### src/rtl/enduro_fifo_wr_arb.sv
// Round-robin, burst-based arbiter sharing the enduro FIFO write port among NUM_CH AXI-Stream sources.
// Define ENDURO_FIFO_ARB_PKT_LOCK_EN to hold each grant until tlast (no MAX_BURST limit).
module enduro_fifo_wr_arb #(
    parameter int NUM_CH     = 4,
    parameter int DATA_WIDTH = 32,
    parameter int MAX_BURST  = 16,
    localparam int CH_W      = (NUM_CH > 1) ? $clog2(NUM_CH) : 1,
    localparam int CNT_W     = $clog2(MAX_BURST + 1)
) (
    input  logic                         s_axis_clk,
    input  logic                         s_axis_aresetn,
    input  logic [NUM_CH*DATA_WIDTH-1:0] ch_tdata,
    input  logic [NUM_CH-1:0]            ch_tvalid,
    input  logic [NUM_CH-1:0]            ch_tlast,
    output logic [NUM_CH-1:0]            ch_tready,
    output logic [DATA_WIDTH-1:0]        fifo_wr_data,
    output logic                         fifo_inc_wr_pointer,
    input  logic                         fifo_full_ff,
    input  logic                         fifo_almost_full_ff,
    output logic [CH_W-1:0]              grant_ch,
    output logic                         busy
);

    typedef enum logic {
        ST_IDLE = 1'b0,
        ST_XFER = 1'b1
    } state_t;

    state_t              r_state;
    state_t              w_next_state;
    logic [CH_W-1:0]     r_grant_ch;
    logic [CH_W-1:0]     r_last_grant;
    logic [CNT_W-1:0]    r_beat_cnt;
    logic [CNT_W-1:0]    w_cnt_next;
    logic [CH_W-1:0]     w_sel_ch;
    logic                w_sel_valid;
    logic [CH_W:0]       w_rr_sum;
    logic                w_grant_load;
    logic                w_ready_grant;
    logic                w_beat;
    logic                w_last_beat;
    logic                w_exit;
    logic [DATA_WIDTH-1:0] w_ch_data [NUM_CH];

    for (genvar gi = 0; gi < NUM_CH; gi++) begin : g_unpack
        assign w_ch_data[gi] = ch_tdata[gi*DATA_WIDTH +: DATA_WIDTH];
    end

    // Search last_grant+1 .. last_grant+NUM_CH; the conditional subtract keeps non-power-of-two NUM_CH correct.
    always_comb begin
        // NOTE: every always_comb output gets a default first so no path leaves it unassigned (no latch).
        w_sel_valid = 1'b0;
        w_sel_ch    = '0;
        w_rr_sum    = '0;
        for (int off = 1; off <= NUM_CH; off++) begin
            w_rr_sum = {1'b0, r_last_grant} + (CH_W+1)'(off);
            if (w_rr_sum >= (CH_W+1)'(NUM_CH))
                w_rr_sum = w_rr_sum - (CH_W+1)'(NUM_CH);
            if (!w_sel_valid && ch_tvalid[w_rr_sum[CH_W-1:0]]) begin
                w_sel_valid = 1'b1;
                w_sel_ch    = w_rr_sum[CH_W-1:0];
            end
        end
    end

    assign w_ready_grant = (r_state == ST_XFER) && !fifo_full_ff;
    assign w_beat        = w_ready_grant && ch_tvalid[r_grant_ch];
    assign w_last_beat   = w_beat && ch_tlast[r_grant_ch];
    assign w_grant_load  = (r_state == ST_IDLE) && w_sel_valid && !fifo_almost_full_ff;

`ifdef ENDURO_FIFO_ARB_PKT_LOCK_EN
    assign w_exit     = w_last_beat;
    assign w_cnt_next = (&r_beat_cnt) ? r_beat_cnt : r_beat_cnt + CNT_W'(1);
`else
    logic [CNT_W:0] w_cnt_inc;
    assign w_cnt_inc  = {1'b0, r_beat_cnt} + (CNT_W+1)'(1);
    assign w_exit     = w_last_beat || (w_beat && (w_cnt_inc == (CNT_W+1)'(MAX_BURST)));
    assign w_cnt_next = w_cnt_inc[CNT_W-1:0];
`endif

    always_comb begin
        ch_tready = '0;
        if (w_ready_grant)
            ch_tready[r_grant_ch] = 1'b1;
    end

    always_comb begin
        w_next_state = r_state;
        case (r_state)
            ST_IDLE: if (w_grant_load) w_next_state = ST_XFER;
            ST_XFER: if (w_exit)       w_next_state = ST_IDLE;
            default:                   w_next_state = ST_IDLE;
        endcase
    end

    always_ff @(posedge s_axis_clk or negedge s_axis_aresetn) begin
        if (!s_axis_aresetn) begin
            // NOTE: sequential state uses non-blocking assignment so every register samples pre-edge values.
            r_state      <= ST_IDLE;
            r_grant_ch   <= '0;
            r_last_grant <= CH_W'(NUM_CH - 1);
            r_beat_cnt   <= '0;
        end else begin
            r_state <= w_next_state;
            if (w_grant_load) begin
                r_grant_ch   <= w_sel_ch;
                r_last_grant <= w_sel_ch;
                r_beat_cnt   <= '0;
            end else if (w_beat) begin
                r_beat_cnt   <= w_cnt_next;
            end
        end
    end

    assign fifo_inc_wr_pointer = w_beat;
    assign fifo_wr_data        = w_ch_data[r_grant_ch];
    assign grant_ch            = r_grant_ch;
    assign busy                = (r_state == ST_XFER);

endmodule

### config.mk
export PLATFORM = sky130hd
export DESIGN_NAME = enduro_fifo_wr_arb
export DESIGN_NICKNAME = d
export VERILOG_FILES = /design/src/rtl/enduro_fifo_wr_arb.sv
export SDC_FILE = /design/constraint.sdc
export NUM_CORES = 1
export LEC_CHECK = 0
export CAP_MARGIN = 25
export CORE_MARGIN = 3
export CORE_UTILIZATION = 25
export CTS_BUF_LIST = sky130_fd_sc_hd__clkbuf_8
export CTS_CLUSTER_SIZE = 14
export DETAILED_ROUTE_END_ITERATION = 10
export PLACE_DENSITY = 0.8
export SYNTH_ARGS = -nofsm -noshare
export SYNTH_HDL_FRONTEND = slang
export SYNTH_SLANG_ARGS = --single-unit
### constraint.sdc
create_clock -name s_axis_clk -period 1.9 [get_ports s_axis_clk]
set_clock_uncertainty 0.2 [all_clocks]
set_input_delay 0.38 -clock s_axis_clk [delete_from_list [all_inputs] [get_ports s_axis_clk]]
set_output_delay 0.38 -clock s_axis_clk [all_outputs]
set_load 0.02 [all_outputs]
==> run_results.csv <==
group,metric,value,unit
outcome,status,"complete, but fails checks",
outcome,violations,"negative setup slack",
routing,routed_wl,7630,um
setup_path,cp_common_cell,"buf_6",
clocking,cts_buffer_depth,2,
setup_path,cp_cell_sequence,"buf_6 -> mux4_2 -> buf_6",
setup_path,crit_slowest_cell,"mux4_2",
global_route,grt_pass1_wl,12100,um
routing,ant_nets,0,
clocking,cts_tree,"done",
sta,post-route-min-period,2.13,ns
global_route,grt_pass1_vias,2095,
setup_path,end_kind,"primary output",
sta,worstMarginPinSlew,0.444,ns
synth,synth_top_cell_by_area,"mux4_2",
routing,drc_errors,0,
die,core,5610,um^2
synth,synth_warnings,0,
routing,drt_iter0_markers,48,
synth,ys_types,35,
die,start_util,0.264,
global_route,grt_start_max_net_pins,27,
cells_and_area,layout-drive-gt1-share,0.361,
power_and_ir_drop,switching_share,0.421,
clocking,clk_latency,0.24,ns
clocking,cts.hold.buffers_added,0,
synth,synth_area_per_cell,12.7,um^2
clocking,cts_root_buffer,"clkbuf_8",
global_route,antenna_found_initial,0,
worst_hold_path,holdCritPathClass,"in -> async",
flow_run,maxCapViolCount,0,
synth,async_flop_share,1.00,
power_and_ir_drop,comb_power_share,0.830,
synth,synth_xor_area_frac,0.00592,
sta,setup_ws,-0.234,ns
setup_path,arrival,1.55,ns
synth,synth_flop_cell,"dfrtp_1",
synth,synth_top_family_by_area,"multiplexers",
synth,netlist_top_cells_area,"mux4_2 50%, dfrtp_1 14%, dfstp_2 3.6%",
synth,yosys.area_share.simple,0.134,
die,num_io_pins,180,
setup_path,crit_family,"multiplexers",
cells_and_area,fillCellCount,461,
synth,ys_ff_latch,10,
synth,synth_fp_nets,259,
cells_and_area,multi_input_area,1190,um^2
routing,drt_first_pass_iters,4,
power_and_ir_drop,p_clk_frac,0.061,
setup_path,crit_required,1.32,ns
sta,rsz0062_at_grt,"true",
power_and_ir_drop,p_per_area,1190,nW/um^2
synth,synthDominantCellAreaShare,0.502,
setup_path,max_stage_delay,0.55,ns
cells_and_area,layout.nets,462,
setup_path,r2r-start,"grant_ch[0]",
synth,synth_compound_area_frac,0.108,
setup_path,cp-start-kind,"register",
synth,syn_inst,117,
synth,synth-adder-area-share,0.0169,
routing,routedWlPerCell,19.5,um
routing,num_vias,1939,
die,chipHeight,82.9,um
routing,viasPerCell,4.96,
clocking,htree_levels,1,
cells_and_area,area_growth,146,%
power_and_ir_drop,internal_power,2.52,mW
setup_path,startpoint,"grant_ch[0]",
synth,synth_edf_count,0,
global_route,grt_overflow,0,
cells_and_area,antenna_cells,0,
power_and_ir_drop,power_frac_seq,0.109,
sta,hold_viol,0,
synth,syn_area,1480,um^2
clocking,cts_num_sinks,10,
sta,fin_crit_sh,1.12,
die,die-area,6880,um^2
place,dpl.hpwl,6540,um
sta,maxSlewViolCount,0,
clocking,path_clk_slew,0.05,ns
synth,synthMuxAreaShare,0.520,
setup_path,crit_fanout,7,
clocking,cts_buffers,3,
sta,maxSlewHeadroom,0.703,
synth,synth_seq_area_share,0.171,
power_and_ir_drop,p_leak,1.45,nW
cells_and_area,final_cell_mix,"134 x clkdlybuf4s50_1, 38 x buf_6, 34 x mux4_2, 20 x buf_4, 11 x nor2_1",
cells_and_area,mostFrequentLayoutCell,"clkdlybuf4s50_1",
cells_and_area,seqCellArea,255,um^2
die,placementRows,27,
cells_and_area,final_cell_area,3640,um^2
sta,setup_viol,33,
power_and_ir_drop,max-vdd-ir-drop,0.000839,V
setup_path,worstSetupPathType,"reg -> out",
die,dieWidth,82.9,um
sta,max_freq,469,MHz
setup_path,worst-path-buf-inv,2,
place,place.port_buffers,179,
sta,setup_tns,-6.47,ns
place,gp_congestion,0.906,
global_route,grt_usage,0.225,
power_and_ir_drop,switching_power,1.83,mW
place,dpl-instance-area,3530,um^2
kinds of logic (layout without fill, tap and decap cells):
| kind of cell | Yosys count | in the layout |
|---|---|---|
| buffers and inverters | 12 | 214 |
| AO/OA/AOI/OAI | 21 | 21 |
| multiplexers | 34 | 34 |
| XOR/XNOR | 1 | 1 |
| adder cells (fa/ha/maj) | 2 | 2 |
| flip-flops | 10 | 10 |
| AND/OR/NAND/NOR | 37 | 37 |
cell type report:
type                    count  area share
clock buffers               4      0.0151
repair buffers            207       0.561
well taps                  72      0.0247
flip-flops and latches     10      0.0701
multi-input cells          95       0.326
inverters                   3     0.00309
stage by stage:
stage                util  std cells  total power [mW]  hold WS (ns)  worst slack [ns]
floorplan               -        117              2.51        -0.116           -0.0207
global placement    0.630        383              3.94         0.317            -0.712
detailed placement  0.630        383              3.99         0.328            -0.743
CTS                 0.657        396              4.54         0.268            -0.279
global route        0.649        391              4.64         0.286            -0.299
finish              0.649        391              4.35         0.256            -0.234
worst paths after layout:
| path | cells after the start | to | slack (ns) |
|---|---|---|---|
| hold reg to reg | 1 | r_beat_cnt[4] | 0.33 |
| setup / recovery | 3 | fifo_wr_data[31] | -0.23 |
| max in group asynchronous | 1 | r_last_grant[1] | 0.91 |
| hold / removal | 1 | r_beat_cnt[4] | 0.26 |
| min in group s_axis_clk | 1 | r_beat_cnt[4] | 0.33 |
| setup reg to reg | 4 | busy | 0.14 |
Yosys cell counts, types with 2 or more instances:
| master | instances |
|---|---|
| a211oi_1 | 2 |
| a21oi_1 | 7 |
| buf_2 | 2 |
| buf_4 | 3 |
| clkbuf_1 | 3 |
| dfrtp_1 | 8 |
| dfstp_2 | 2 |
| ha_1 | 2 |
| inv_1 | 3 |
| mux4_2 | 33 |
| nand2_1 | 6 |
| nand2b_1 | 2 |
| nand3_1 | 6 |
| nand3b_1 | 2 |
| nor2_1 | 11 |
| nor3b_1 | 2 |
| nor4_1 | 2 |
| o211ai_1 | 2 |
| o21a_1 | 2 |
| o31ai_1 | 2 |
what timing repair did:
item                                    4_1_cts  5_1_grt
pin swaps                                     3        1
hold endpoints to repair                      0        0
buffers inserted                              7        0
endpoints found under the setup margin       44       40
gates cloned                                  2        0
resized for setup                           220       18
registers in the layout, indices dropped and copies added, names as in the netlist:
name / count
r_beat_cnt: 5
grant_ch: 2
r_last_grant: 2
busy: 1
power by group through the flow:
stage | combinational [mW] | clock (mW) | sequential (mW)
2_1_floorplan | 2.05 | 0 | 0.462
3_3_place_gp | 3.48 | 0 | 0.463
3_5_place_dp | 3.52 | 0 | 0.471
4_1_cts | 3.80 | 0.272 | 0.467
5_1_grt | 3.86 | 0.290 | 0.498
6_report | 3.61 | 0.266 | 0.473
layer usage:
| metal | global-route usage | part of all wire |
|---|---|---|
| met2 | 0.423 | 0.56 |
| met5 | 0 | 0 |
| met1 | 0.263 | 0.37 |
| met4 | 0.0267 | 0.0034 |
| met3 | 0.0556 | 0.067 |
Note: power is estimated with default switching activity, not from simulation.
